[src/rtl/split_pipe_pkg.sv]
// Shared definitions for the split_pipe bus splitter: FSM encoding, error fill
// and the select range check.
package split_pipe_pkg;

    typedef enum logic [1:0] {
        ST_IDLE = 2'd0,
        ST_WAIT = 2'd1,
        ST_RESP = 2'd2
    } state_t;

    // Replicated across the data width to form the all-ones error response.
    localparam logic ERR_BIT = 1'b1;

    // Non-power-of-2 slave counts leave holes in the select space.
    function automatic logic sel_in_range(input int sel, input int n_slaves);
        return sel < n_slaves;
    endfunction

endpackage

[src/rtl/split_pipe_timeout.sv]
// Saturating WAIT-cycle counter for split_pipe; only built when
// SPLIT_PIPE_TIMEOUT_EN is defined.
module split_pipe_timeout #(
    parameter int W = 8
) (
    input  logic clk,
    input  logic rst,
    input  logic clr,
    input  logic en,
    output logic expired
);

    localparam logic [W-1:0] PRE_MAX = ~W'(1);

    logic [W-1:0] cnt;

    always_ff @(posedge clk) begin
        if (rst)
            cnt <= '0;
        else if (clr)
            cnt <= '0;
        else if (en && cnt != '1)
            cnt <= cnt + 1'b1;
    end

    // Flags the increment that lands on the max value, so the FSM leaves
    // WAIT on exactly the (2^W-1)-th unanswered cycle.
    assign expired = en && (cnt == PRE_MAX);

endmodule

[src/rtl/split_pipe.sv]
// Registered transaction-tracking splitter: one master to N_SLAVES slaves,
// select latched per transaction. Optional timeout: SPLIT_PIPE_TIMEOUT_EN.
module split_pipe
    import split_pipe_pkg::*;
#(
    parameter int N_SLAVES  = 2,
    parameter int ADDR_W    = 32,
    parameter int E_ADDR_W  = 0,
    parameter int DATA_W    = 32,
    parameter int TIMEOUT_W = 8,
    localparam int N_SLAVES_W = $clog2(N_SLAVES),
    localparam int ADDRN_W    = ADDR_W + E_ADDR_W - N_SLAVES_W,
    localparam int STRB_W     = DATA_W / 8,
    localparam int E_PORT_W   = (E_ADDR_W > 0) ? E_ADDR_W : 1
) (
    input  logic                                 clk,
    input  logic                                 rst,
    input  logic [E_PORT_W-1:0]                  m_e_addr,
    input  logic                                 m_valid,
    input  logic [ADDR_W-1:0]                    m_addr,
    input  logic [DATA_W-1:0]                    m_wdata,
    input  logic [STRB_W-1:0]                    m_wstrb,
    output logic [DATA_W-1:0]                    m_rdata,
    output logic                                 m_ready,
    output logic [N_SLAVES-1:0]                  s_valid,
    output logic [N_SLAVES-1:0][ADDRN_W-1:0]     s_addr,
    output logic [N_SLAVES-1:0][DATA_W-1:0]      s_wdata,
    output logic [N_SLAVES-1:0][STRB_W-1:0]      s_wstrb,
    input  logic [N_SLAVES-1:0][DATA_W-1:0]      s_rdata,
    input  logic [N_SLAVES-1:0]                  s_ready
);

    typedef struct packed {
        logic [ADDRN_W-1:0] addr;
        logic [DATA_W-1:0]  wdata;
        logic [STRB_W-1:0]  wstrb;
    } req_t;

    logic [ADDR_W+E_ADDR_W-1:0] full_addr;
    logic [N_SLAVES_W-1:0]      sel_in, sel_q;
    logic                       in_range;
    req_t                       req_q;
    state_t                     state, state_nxt;
    logic                       tmo_expired;

    generate
        if (E_ADDR_W > 0) begin : g_eaddr
            assign full_addr = {m_e_addr, m_addr};
        end else begin : g_no_eaddr
            logic unused_e_addr;
            assign full_addr     = m_addr;
            assign unused_e_addr = ^m_e_addr;
        end
    endgenerate

    assign sel_in   = full_addr[ADDR_W+E_ADDR_W-1 -: N_SLAVES_W];
    assign in_range = sel_in_range(int'(sel_in), N_SLAVES);

    wire accept = (state == ST_IDLE) && m_valid;
    wire hit    = (state == ST_WAIT) && s_ready[sel_q];

    always_ff @(posedge clk) begin
        if (rst)
            state <= ST_IDLE;
        else
            state <= state_nxt;
    end

    always_comb begin
        state_nxt = state;
        case (state)
            ST_IDLE: if (m_valid) state_nxt = in_range ? ST_WAIT : ST_RESP;
            ST_WAIT: if (s_ready[sel_q] || tmo_expired) state_nxt = ST_RESP;
            ST_RESP: state_nxt = ST_IDLE;
            default: state_nxt = ST_IDLE;
        endcase
    end

    always_ff @(posedge clk) begin
        if (rst) begin
            sel_q   <= '0;
            req_q   <= '0;
            m_rdata <= '0;
        end else begin
            if (accept) begin
                sel_q <= sel_in;
                req_q <= '{addr: full_addr[ADDRN_W-1:0], wdata: m_wdata, wstrb: m_wstrb};
                if (!in_range)
                    m_rdata <= {DATA_W{ERR_BIT}};
            end
            // A same-cycle slave response beats the timeout.
            if (hit)
                m_rdata <= s_rdata[sel_q];
            else if (state == ST_WAIT && tmo_expired)
                m_rdata <= {DATA_W{ERR_BIT}};
        end
    end

`ifdef SPLIT_PIPE_TIMEOUT_EN
    split_pipe_timeout #(.W(TIMEOUT_W)) u_timeout (
        .clk     (clk),
        .rst     (rst),
        .clr     (accept && in_range),
        .en      ((state == ST_WAIT) && !s_ready[sel_q]),
        .expired (tmo_expired)
    );
`else
    localparam int unused_timeout_w = TIMEOUT_W;
    assign tmo_expired = 1'b0;
`endif

    assign m_ready = (state == ST_RESP);

    always_comb begin
        s_valid = '0;
        if (state == ST_WAIT)
            s_valid[sel_q] = 1'b1;
    end

    generate
        for (genvar i = 0; i < N_SLAVES; i++) begin : g_slice
            assign s_addr[i]  = req_q.addr;
            assign s_wdata[i] = req_q.wdata;
            assign s_wstrb[i] = req_q.wstrb;
        end
    endgenerate

endmodule
[config.mk]
export PLATFORM = sky130hd
export DESIGN_NAME = split_pipe
export DESIGN_NICKNAME = d
export VERILOG_FILES = /design/src/rtl/split_pipe_pkg.sv /design/src/rtl/split_pipe_timeout.sv /design/src/rtl/split_pipe.sv
export SDC_FILE = /design/constraint.sdc
export NUM_CORES = 1
export LEC_CHECK = 0
export CAP_MARGIN = 0
export CORE_AREA = 4 4 117 119
export DETAILED_ROUTE_END_ITERATION = 6
export DIE_AREA = 0 0 121 123
export PLACE_DENSITY = 0.81
export REMOVE_ABC_BUFFERS = 1
export SYNTH_ARGS = -nofsm -noshare
export SYNTH_HDL_FRONTEND = slang
export SYNTH_HIERARCHICAL = 1
export SYNTH_SLANG_ARGS = --single-unit
[constraint.sdc]
create_clock -name clk -period 2.7 [get_ports clk]
set_input_delay 0.54 -clock clk [delete_from_list [all_inputs] [get_ports clk]]
set_output_delay 0.54 -clock clk [all_outputs]
set_load 0.005 [all_outputs]
==> flow_summary.json <==
{
  "outcome": "finished, final reports clean",
  "cts_tree": "yes",
  "drcViolationCount": 0,
  "hold_path_class": "reg -> reg",
  "hold_viol": 0,
  "synth.area.mux_share_pct": 7.314,
  "hpwl_mm": 11.75,
  "min_period_ns": 2.289,
  "area_growth_pct": 62.99,
  "synth_top_family_by_area": "compound AO/OA/AOI/OAI gates",
  "start_util_pct": 36.48,
  "slew_headroom_pct": 50.69,
  "synth_top_area_share_pct": 44.54,
  "cts_root_buffer": "clkbuf_16",
  "dieArea_um2": 14880,
  "grt_pass1_vias": 4533,
  "dr.pass1.iters": 4,
  "vias": 4354,
  "ys_ff_latch": 102,
  "final_nets": 874,
  "setup_viol": 0,
  "synth_cells": 521,
  "fin_area_um2": 7472,
  "synth-seq-area-share_pct": 44.54,
  "diodes": 0,
  "die_w_um": 121,
  "ir_drop_mv": 0.3537,
  "rsz0062_at_grt": "false",
  "synthSimpleGateAreaFrac_pct": 12.66,
  "tightest_slew_ns": 0.7397,
  "crit_path_end_kind": "output port",
  "syn_area_per_cell_um2": 8.799,
  "max_freq_mhz": 436.9,
  "boundaryPins": 307,
  "std_cell_rows": 41,
  "slew_violations": 0,
  "final_cell_mix": "304 x clkdlybuf4s50_1, 136 x nand2_1, 101 x a21oi_1, 101 x dfxtp_1, 32 x mux2i_1",
  "synth-adder-area-share_pct": 0,
  "clk_latency_ns": 0.33,
  "routabilityCongestion": 0.7639,
  "routed_wl_mm": 15.19,
  "power.leakage_nw": 2.609,
  "wl_per_cell_um": 16.64,
  "ctsHoldBuffers": 0,
  "cp.required_ns": 2.16,
  "grt_pass1_wl_mm": 22.80,
  "drt_iter0_drc": 182,
  "postCtsSetupRepairBufs": 0,
  "drive_gt1_share_pct": 7.962,
  "tritoncts_num_sinks": 102,
  "cts_inserted_buffers": 9,
  "postRouteAntennaNets": 0,
  "coreArea_um2": 12570,
  "worst_setup_path_start_kind": "register",
  "synth_compound_area_share_pct": 19.54,
  "yosys-top-cells-area": "dfxtp_1 45%, nand2_1 11%, a21oi_1 11%",
  "slowest_stage": "clkdlybuf4s50_1",
  "synth_xor_area_share_pct": 0,
  "yosys_warnings": 6,
  "fillCellCount": 1069,
  "grt_overflow": 0,
  "htree_levels": 3,
  "die_y_um": 123,
  "mostFrequentLayoutCell": "clkdlybuf4s50_1",
  "fin_skew_ns": 0.009723,
  "p_per_area_nw_per_um2": 507.5,
  "crit_chain": "nor2b_2, nor2b_1, clkdlybuf4s50_1",
  "syn_area_um2": 4584,
  "io_buffers": 305,
  "synth_top_cell_by_area": "dfxtp_1",
  "maxCapViolations": 0,
  "cp_max_fo": 5,
  "worstPathArrival_ns": 1.75,
  "path_clk_slew_ns": 0.07,
  "critPathMaxStageDelay_ns": 0.52,
  "period_share_pct": 84.76,
  "final_util_pct": 59.45,
  "grt_max_degree": 70,
  "cts_resized": 0,
  "antenna_found_initial": 0,
  "final_cells": 913,
  "cts_buffer_depth": 2,
  "dpl_cell_area_um2": 7194,
  "dp.cells": 897,
  "grt_util_all_layers_pct": 19.00,
  "path_class": "reg -> out",
  "viasPerCell": 4.769,
  "yosys.cell_types.count": 17
}
==> logic make-up (layout without fill, tap and decap cells) <==
logic type | Yosys count | count (layout)
and+or+nand+nor | 145 | 145
DFF | 102 | 102
buffers and inverters | 108 | 328
AOI/OAI and AO/OA | 133 | 133
muxes | 33 | 33
==> report_power, final <==
part	switching, mW	total [mW]	internal, mW
combinational	0.353	0.907	0.553
sequential	0.0779	1.68	1.61
clock	0.550	1.20	0.651
==> critical path, delay by kind of cell, from the launching register on <==
kind,cells,cell delay (ns)
buf+inv,1,0.52
flops,1,0.42
simple gates,2,0.49
==> Yosys cell counts <==
library cell  number
nand2_1          136
dfxtp_1          102
a21oi_1          101
buf_4             67
mux2i_1           32
a211oi_2          30
clkbuf_1          28
buf_2              8
nor2b_1            4
buf_12             3
a211oi_1           2
buf_6              2
or3b_1             2
and2_1             1
and2_4             1
mux2_4             1
nor3b_2            1
==> final cells by class <==
| type | count | area, µm² | share of cell area (%) |
|---|---|---|---|
| Clock inverter | 5 | 35.03 | 0.4689 |
| Sequential cell | 102 | 2043 | 27.34 |
| Timing Repair Buffer | 312 | 3115 | 41.69 |
| Tap cell | 172 | 215.2 | 2.880 |
| Clock buffer | 11 | 242.7 | 3.248 |
| Multi-Input combinational cell | 311 | 1821 | 24.36 |
==> path summary, 6_finish.rpt <==
kind / from / to / slack [ns] / depth (start not counted)
worst min register to register: s_wdata[6] / s_wdata[6] / 0.47 / 2
worst max register to register: state[1] / s_wdata[1] / 1.08 / 4
worst min-delay path: s_wdata[6] / s_wdata[6] / 0.47 / 2
worst max-delay path: state[0] / s_valid[0] / 0.41 / 3
==> stage by stage <==
step | total power [mW] | hold WS (ns) | TNS, ns | setup slack, ns
after floorplan | 1.984 | 0.4745 | -6.631 | -0.09798
after global routing | 3.962 | 0.4989 | 0 | 0.3345
after detailed placement | 2.633 | 0.4653 | 0 | 0.4479
after global placement | 2.607 | 0.4570 | 0 | 0.4985
final | 3.792 | 0.4740 | 0 | 0.4114
after CTS | 3.842 | 0.4768 | 0 | 0.3850
==> registers in the layout, indices dropped and copies added (netlist names) <==
signal   flops
m_rdata     32
sel_q        1
s_wdata     32
state        2
s_wstrb      4
s_addr      31
==> layer usage <==
| layer | global-route usage, % | vias up | wire (µm) |
|---|---|---|---|
| li1 | - | 2102 | - |
| met5 | 0 | - | 0 |
| met2 | 35.05 | 208 | 7758 |
| met4 | 6.445 | 0 | 255 |
| met1 | 19.57 | 2028 | 5604 |
| met3 | 7.548 | 16 | 1569 |
Note: power is estimated with default switching activity, not from simulation.
